--- config.mk ---
export PLATFORM = sky130hd
export DESIGN_NAME = pipe_stage_reg
export DESIGN_NICKNAME = d
export VERILOG_FILES = /design/src/rtl/pipe_stage_reg.sv
export SDC_FILE = /design/constraint.sdc
export NUM_CORES = 1
export LEC_CHECK = 0
export CAP_MARGIN = 20
export CORE_MARGIN = 10
export CORE_UTILIZATION = 42
export CTS_CLUSTER_DIAMETER = 50
export DETAILED_ROUTE_END_ITERATION = 8
export PLACE_DENSITY_LB_ADDON = 0.12
export SLEW_MARGIN = 20
export SYNTH_ARGS = -nofsm -noshare
export SYNTH_HDL_FRONTEND = slang
export SYNTH_SLANG_ARGS = --single-unit
--- constraint.sdc ---
create_clock -name Clock -period 1.6 [get_ports Clock]
set_input_delay 0.4 -clock Clock [delete_from_list [all_inputs] [get_ports Clock]]
set_output_delay 0.4 -clock Clock [all_outputs]
set_load 0.02 [all_outputs]
--- src/rtl/pipe_stage_reg.sv ---
// Pipeline stage register: valid/ready handshake, flush, bubble-gated control.
// Define PIPE_STAGE_SKID_EN to add a second (skid) entry and a registered Ready_Out.
module pipe_stage_reg #(
    parameter int                    CTRL_WIDTH = 8,
    parameter int                    DATA_WIDTH = 96,
    parameter logic [CTRL_WIDTH-1:0] CTRL_RESET = {CTRL_WIDTH{1'b0}}
) (
    input  logic                  Clock,
    input  logic                  Reset,
    input  logic                  Flush,
    input  logic                  Valid_In,
    output logic                  Ready_Out,
    input  logic [CTRL_WIDTH-1:0] Ctrl_In,
    input  logic [DATA_WIDTH-1:0] Data_In,
    output logic                  Valid_Out,
    input  logic                  Ready_In,
    output logic [CTRL_WIDTH-1:0] Ctrl_Out,
    output logic [DATA_WIDTH-1:0] Data_Out,
    output logic [1:0]            Occupancy
);

    logic                  r_m_vld;
    logic [CTRL_WIDTH-1:0] r_m_ctrl;
    logic [DATA_WIDTH-1:0] r_m_data;

    logic                  w_m_vld_nxt;
    logic [CTRL_WIDTH-1:0] w_m_ctrl_nxt;
    logic [DATA_WIDTH-1:0] w_m_data_nxt;

    logic w_accept;
    logic w_drain;

    assign w_accept = Valid_In & Ready_Out;
    assign w_drain  = r_m_vld & Ready_In;

    // A bubble must never present live control bits downstream.
    assign Valid_Out = r_m_vld;
    assign Ctrl_Out  = r_m_vld ? r_m_ctrl : CTRL_RESET;
    assign Data_Out  = r_m_data;

`ifdef PIPE_STAGE_SKID_EN
    logic                  r_s_vld;
    logic [CTRL_WIDTH-1:0] r_s_ctrl;
    logic [DATA_WIDTH-1:0] r_s_data;
    logic [1:0]            r_occ;

    logic                  w_s_vld_nxt;
    logic [CTRL_WIDTH-1:0] w_s_ctrl_nxt;
    logic [DATA_WIDTH-1:0] w_s_data_nxt;
    logic [1:0]            w_occ_nxt;

    // Registered ready: no combinational path from Ready_In to Ready_Out.
    assign Ready_Out = ~r_s_vld;
    assign Occupancy = r_occ;

    always_comb begin
        w_m_vld_nxt  = r_m_vld;
        w_m_ctrl_nxt = r_m_ctrl;
        w_m_data_nxt = r_m_data;
        w_s_vld_nxt  = r_s_vld;
        w_s_ctrl_nxt = r_s_ctrl;
        w_s_data_nxt = r_s_data;
        if (Flush) begin
            w_m_vld_nxt = 1'b0;
            w_s_vld_nxt = 1'b0;
        end else if (w_drain && r_s_vld) begin
            w_m_vld_nxt  = 1'b1;
            w_m_ctrl_nxt = r_s_ctrl;
            w_m_data_nxt = r_s_data;
            if (w_accept) begin
                w_s_ctrl_nxt = Ctrl_In;
                w_s_data_nxt = Data_In;
            end else begin
                w_s_vld_nxt = 1'b0;
            end
        end else if (!r_m_vld || w_drain) begin
            if (w_accept) begin
                w_m_vld_nxt  = 1'b1;
                w_m_ctrl_nxt = Ctrl_In;
                w_m_data_nxt = Data_In;
            end else if (w_drain) begin
                w_m_vld_nxt = 1'b0;
            end
        end else if (w_accept) begin
            // M is stalled and full: park the incoming entry in S.
            w_s_vld_nxt  = 1'b1;
            w_s_ctrl_nxt = Ctrl_In;
            w_s_data_nxt = Data_In;
        end
        w_occ_nxt = {1'b0, w_m_vld_nxt} + {1'b0, w_s_vld_nxt};
    end

    always_ff @(posedge Clock) begin
        if (Reset) begin
            r_m_vld  <= 1'b0;
            r_m_ctrl <= CTRL_RESET;
            r_m_data <= '0;
            r_s_vld  <= 1'b0;
            r_s_ctrl <= CTRL_RESET;
            r_s_data <= '0;
            r_occ    <= 2'd0;
        end else begin
            r_m_vld  <= w_m_vld_nxt;
            r_m_ctrl <= w_m_ctrl_nxt;
            r_m_data <= w_m_data_nxt;
            r_s_vld  <= w_s_vld_nxt;
            r_s_ctrl <= w_s_ctrl_nxt;
            r_s_data <= w_s_data_nxt;
            r_occ    <= w_occ_nxt;
        end
    end
`else
    logic r_occ;

    assign Ready_Out = ~r_m_vld | Ready_In;
    assign Occupancy = {1'b0, r_occ};

    always_comb begin
        w_m_vld_nxt  = r_m_vld;
        w_m_ctrl_nxt = r_m_ctrl;
        w_m_data_nxt = r_m_data;
        if (Flush) begin
            w_m_vld_nxt = 1'b0;
        end else if (w_accept) begin
            w_m_vld_nxt  = 1'b1;
            w_m_ctrl_nxt = Ctrl_In;
            w_m_data_nxt = Data_In;
        end else if (w_drain) begin
            w_m_vld_nxt = 1'b0;
        end
    end

    always_ff @(posedge Clock) begin
        if (Reset) begin
            r_m_vld  <= 1'b0;
            r_m_ctrl <= CTRL_RESET;
            r_m_data <= '0;
            r_occ    <= 1'b0;
        end else begin
            r_m_vld  <= w_m_vld_nxt;
            r_m_ctrl <= w_m_ctrl_nxt;
            r_m_data <= w_m_data_nxt;
            r_occ    <= w_m_vld_nxt;
        end
    end
`endif

endmodule
; Yosys cells after proc, flatten, opt, wreduce, memory -nomap -nowiden
; Index checks and enable logic that the tools add are counted.
[totals]
in_bits = 109
out_inout_bits = 108
ff_bits = 105
word_cells = 14
[op_classes]
bitwise = 5
n_reduce_logical = 3
muxes = 3
[op_table]
columns = cell, count
row1 = 8-bit two-way mux, 1
row2 = 1-bit AND, 2
row3 = 1-bit two-way mux, 2
row4 = 1-bit inverter, 2
row5 = 2-bit AND reduction, 1
row6 = 2-bit nonzero test, 1
row7 = 2-bit OR reduction, 1
row8 = 1-bit OR, 1

; Longest topological paths before layout
[logic_depth]
depth_word = 4
depth_mapped = 6
depth_no_buf = 3

; Worst setup path before layout
; No wires, ideal clock.
[synth_timing]
path_kind = flip-flop to flip-flop
start = reg, netlist name r_occ
end = reg r_m_data[33], in the netlist Data_Out[33]
setup_slack_ps = 178
arrival_time_ps = 1303
n_path_buf = 3
stages_incl_launch_ff = 7
required_time_ps = 1480
setup_time_ps = 120
synth_period_minus_slack_ps = 1422
path_cell_list = dfxtp_1 nor2b_4 nor3b_2 buf_6 buf_6 buf_6 mux2i_1
[synth_lines]
columns = element, line_no
row1 = "end signal, assigned", 142  ; r_m_data <= w_m_data_nxt;
row2 = "end, declared", 24  ; logic [DATA_WIDTH-1:0] r_m_data;

==> results.yml <==
setup_path:
  crit_family: "buffers and inverters"
  crit_type: "flop to flop"
  r2r_start: "r_occ$_SDFFE_PP0P_"
  crit_path_max_fanout: 8
  critPathBufInv: 5
  reg2reg_slack_ps: -30
  crit_slowest_cell: "dfxtp_2"
  rr_worst_depth: 8
  startpoint_type: "flop"
  cp-endpoint: "Data_Out[19]$_SDFFE_PP0P_"
  path_cells: "buf_6 > nor2b_4 > buf_6 > nor3b_4 > buf_6 > clkbuf_16 > buf_4 > mux2i_1"
  worst_setup_path_end_kind: "flop"
  cpPeakStageDelay_ps: 340
  cp-startpoint: "r_occ$_SDFFE_PP0P_"
  cp.required_ps: 1880
  cp_num_cells: 8
  reg2reg_to: "Data_Out[19]$_SDFFE_PP0P_"
  path_common_cell: "buf_6"
  critPathArrivalTime_ps: 1910
outcome:
  status: "finished, violations left"
  violations: "negative setup slack"
sta:
  finalSetupTns_ps: -233
  rsz0062_at_grt: "yes"
  drv_slew: 0
  setup_slack_ps: -32.3
  fin_crit_ps: 1630
  fin_crit_sh_pct: 102
  hold_viol: 0
  timing.fmax_mhz: 613
  setup_violations: 21
  finClkSkew_ps: 5.32
worst_hold_path:
  hold_path.class: "input pin to flop"
pwr:
  p_leak_nw: 3.24
  power.density_nw_per_um2: 843
  worst_ir_drop_vdd_mv: 0.617
  finalPower_mw: 6.21
final_layout:
  final_area_sq_um: 7360
  multiInputGateArea_sq_um: 2440
  nFillCells: 930
  final_common_cell: "nand2b_1"
  final-seq-area_sq_um: 2100
  final_cell_mix: "208 x nand2b_1, 106 x clkdlybuf4s50_1, 104 x dfxtp_1, 104 x mux2i_1, 99 x dlygate4sd2_1"
  nNetsFinal: 793
  drive_above_1_share_pct: 7.85
  syn2layout_area_growth_pct: 54.6
  num_antenna_cells: 0
global_routing:
  grt.total_usage_pct: 16.2
  grt_pass1_wl_mm: 21.0
  grt_remaining_overflow: 0
  grt_start_max_net_pins: 75
  grt_pass1_vias: 3931
  antenna_found_initial: 0
synth:
  avgSynthCellArea_sq_um: 10.2
  syn_nets: 577
  synth.distinct_cells: 14
  yosys.area.top_type: "dfxtp_1"
  netlist_instances: 468
  synth.top_cell.area_share_pct: 44.2
  synth_area_leaders: "dfxtp_1 44%, nand2b_1 27%, mux2i_1 22%"
  ys_ff_latch: 105
  ys_seq_area_share_pct: 44.2
  syn_area_sq_um: 4760
  ys_warn_count: 0
floorplan:
  die_h_microns: 126
  rows: 38
  dieArea_sq_um: 16000
  io_pins: 217
  core-area_sq_um: 11000
  start_util_pct: 43.3
  die_w_microns: 126
clocking:
  clk_pin_slew_ps: 70
  cts_tree: "built"
  numCtsBuffers: 9
  clockBufferDepth: 2
  clock_latency_ps: 350
  clock-sinks: 105
  root_buffer: "clkbuf_16"
  htreeDepth: 3
drt:
  dr.pass1.iters: 4
  vias: 3779
  drc: 0
  wire_per_inst_microns: 16.4
  drt-total-wl_mm: 13.6
  vias_per_cell: 4.56
  drt-initial-drc-count: 134
  final_antenna_net_count: 0
placed_design:
  dp_hpwl_mm: 10.4
  place_ws_ps: -432
  port_buffers: 215
  place_area_sq_um: 7150
  gpl.final_weighted_congestion: 0.775
flow_run:
  max_cap_violations: 0
how the worst min path moves through the flow:
stage	to	depth (start not counted)	from
global route	Data_Out[78]$_SDFFE_PP0P_	2	Data_Out[78]$_SDFFE_PP0P_
global placement	r_m_ctrl[1]$_SDFFE_PP0P_	2	r_m_ctrl[1]$_SDFFE_PP0P_
CTS	r_occ$_SDFFE_PP0P_	2	Reset
floorplan	r_m_ctrl[0]$_SDFFE_PP0P_	2	r_m_ctrl[0]$_SDFFE_PP0P_
detailed placement	Data_Out[95]$_SDFFE_PP0P_	2	Data_Out[95]$_SDFFE_PP0P_
finish	r_occ$_SDFFE_PP0P_	2	Reset
logic make-up (layout without fill, tap and decap cells):
| kind of cell | after synthesis | count (layout) | synth area share, % |
|---|---|---|---|
| flops | 105 | 105 | 44.2 |
| mux | 104 | 104 | 21.9 |
| simple gates | 220 | 220 | 29.1 |
| buf+inv | 38 | 258 | 4.76 |
| other cells | 1 | 1 | 0.0788 |
worst reg2reg max path: stages, from the launching register on:
cell       delay [ps]
dfxtp_2           340
buf_6             120
nor2b_4           120
buf_6             110
nor3b_4           280
buf_6             150
clkbuf_16         140
buf_4             130
mux2i_1           180
stage by stage:
step / std cells / hold slack, ps / util [%]
global route: 828 / 486 / 67.0
detailed placement: 807 / 461 / 65.1
floorplan: 468 / 444 / -
global placement: 807 / 454 / 65.1
finish: 828 / 448 / 67.0
CTS: 823 / 445 / 66.4
metal layers:
metal / GRT usage [%] / vias up / wire length (microns)
li1: - / 1923 / -
met1: 17.9 / 1714 / 5280
met4: 6.30 / 0 / 237
met2: 27.5 / 127 / 6690
met5: 0 / - / 0
met3: 6.16 / 15 / 1370
flip-flops by register name, summed over array words and instances (netlist names):
name,count
r_occ,1
r_m_ctrl,8
Data_Out,96
synthesized netlist by cell type:
master,number
nor2_1,1
buf_4,6
buf_2,1
inv_1,1
mux2i_1,104
dfxtp_1,105
clkbuf_1,22
nand2b_1,208
and2_1,8
nor3_1,1
nor2b_4,1
conb_1,1
buf_6,8
nor3b_2,1
layout make-up:
| cell class | instances | area share (%) |
|---|---|---|
| multi-input cells | 325 | 33.1 |
| repair buffers | 242 | 31.8 |
| flip-flops and latches | 105 | 28.6 |
| clock buffers | 12 | 3.49 |
| well taps | 140 | 2.38 |
| clock inverters | 3 | 0.544 |
| inverters | 1 | 0.0510 |
report_power, final:
group	switching, mW	internal [mW]	leakage [nW]
clock network	0.960	1.29	0.148
logic	0.497	0.645	2.23
registers	0.0665	2.75	0.859
total	1.52	4.68	3.24
repair_timing:
| item | in CTS | in global routing |
|---|---|---|
| pin swaps | 0 | 1 |
| hold buffers | 0 | 0 |
| buffers inserted | 1 | 4 |
| gates cloned | 0 | 1 |
| endpoints found under the setup margin | 194 | 90 |
| resized for setup | 134 | 2 |
Note: power is estimated with default switching activity, not from simulation.
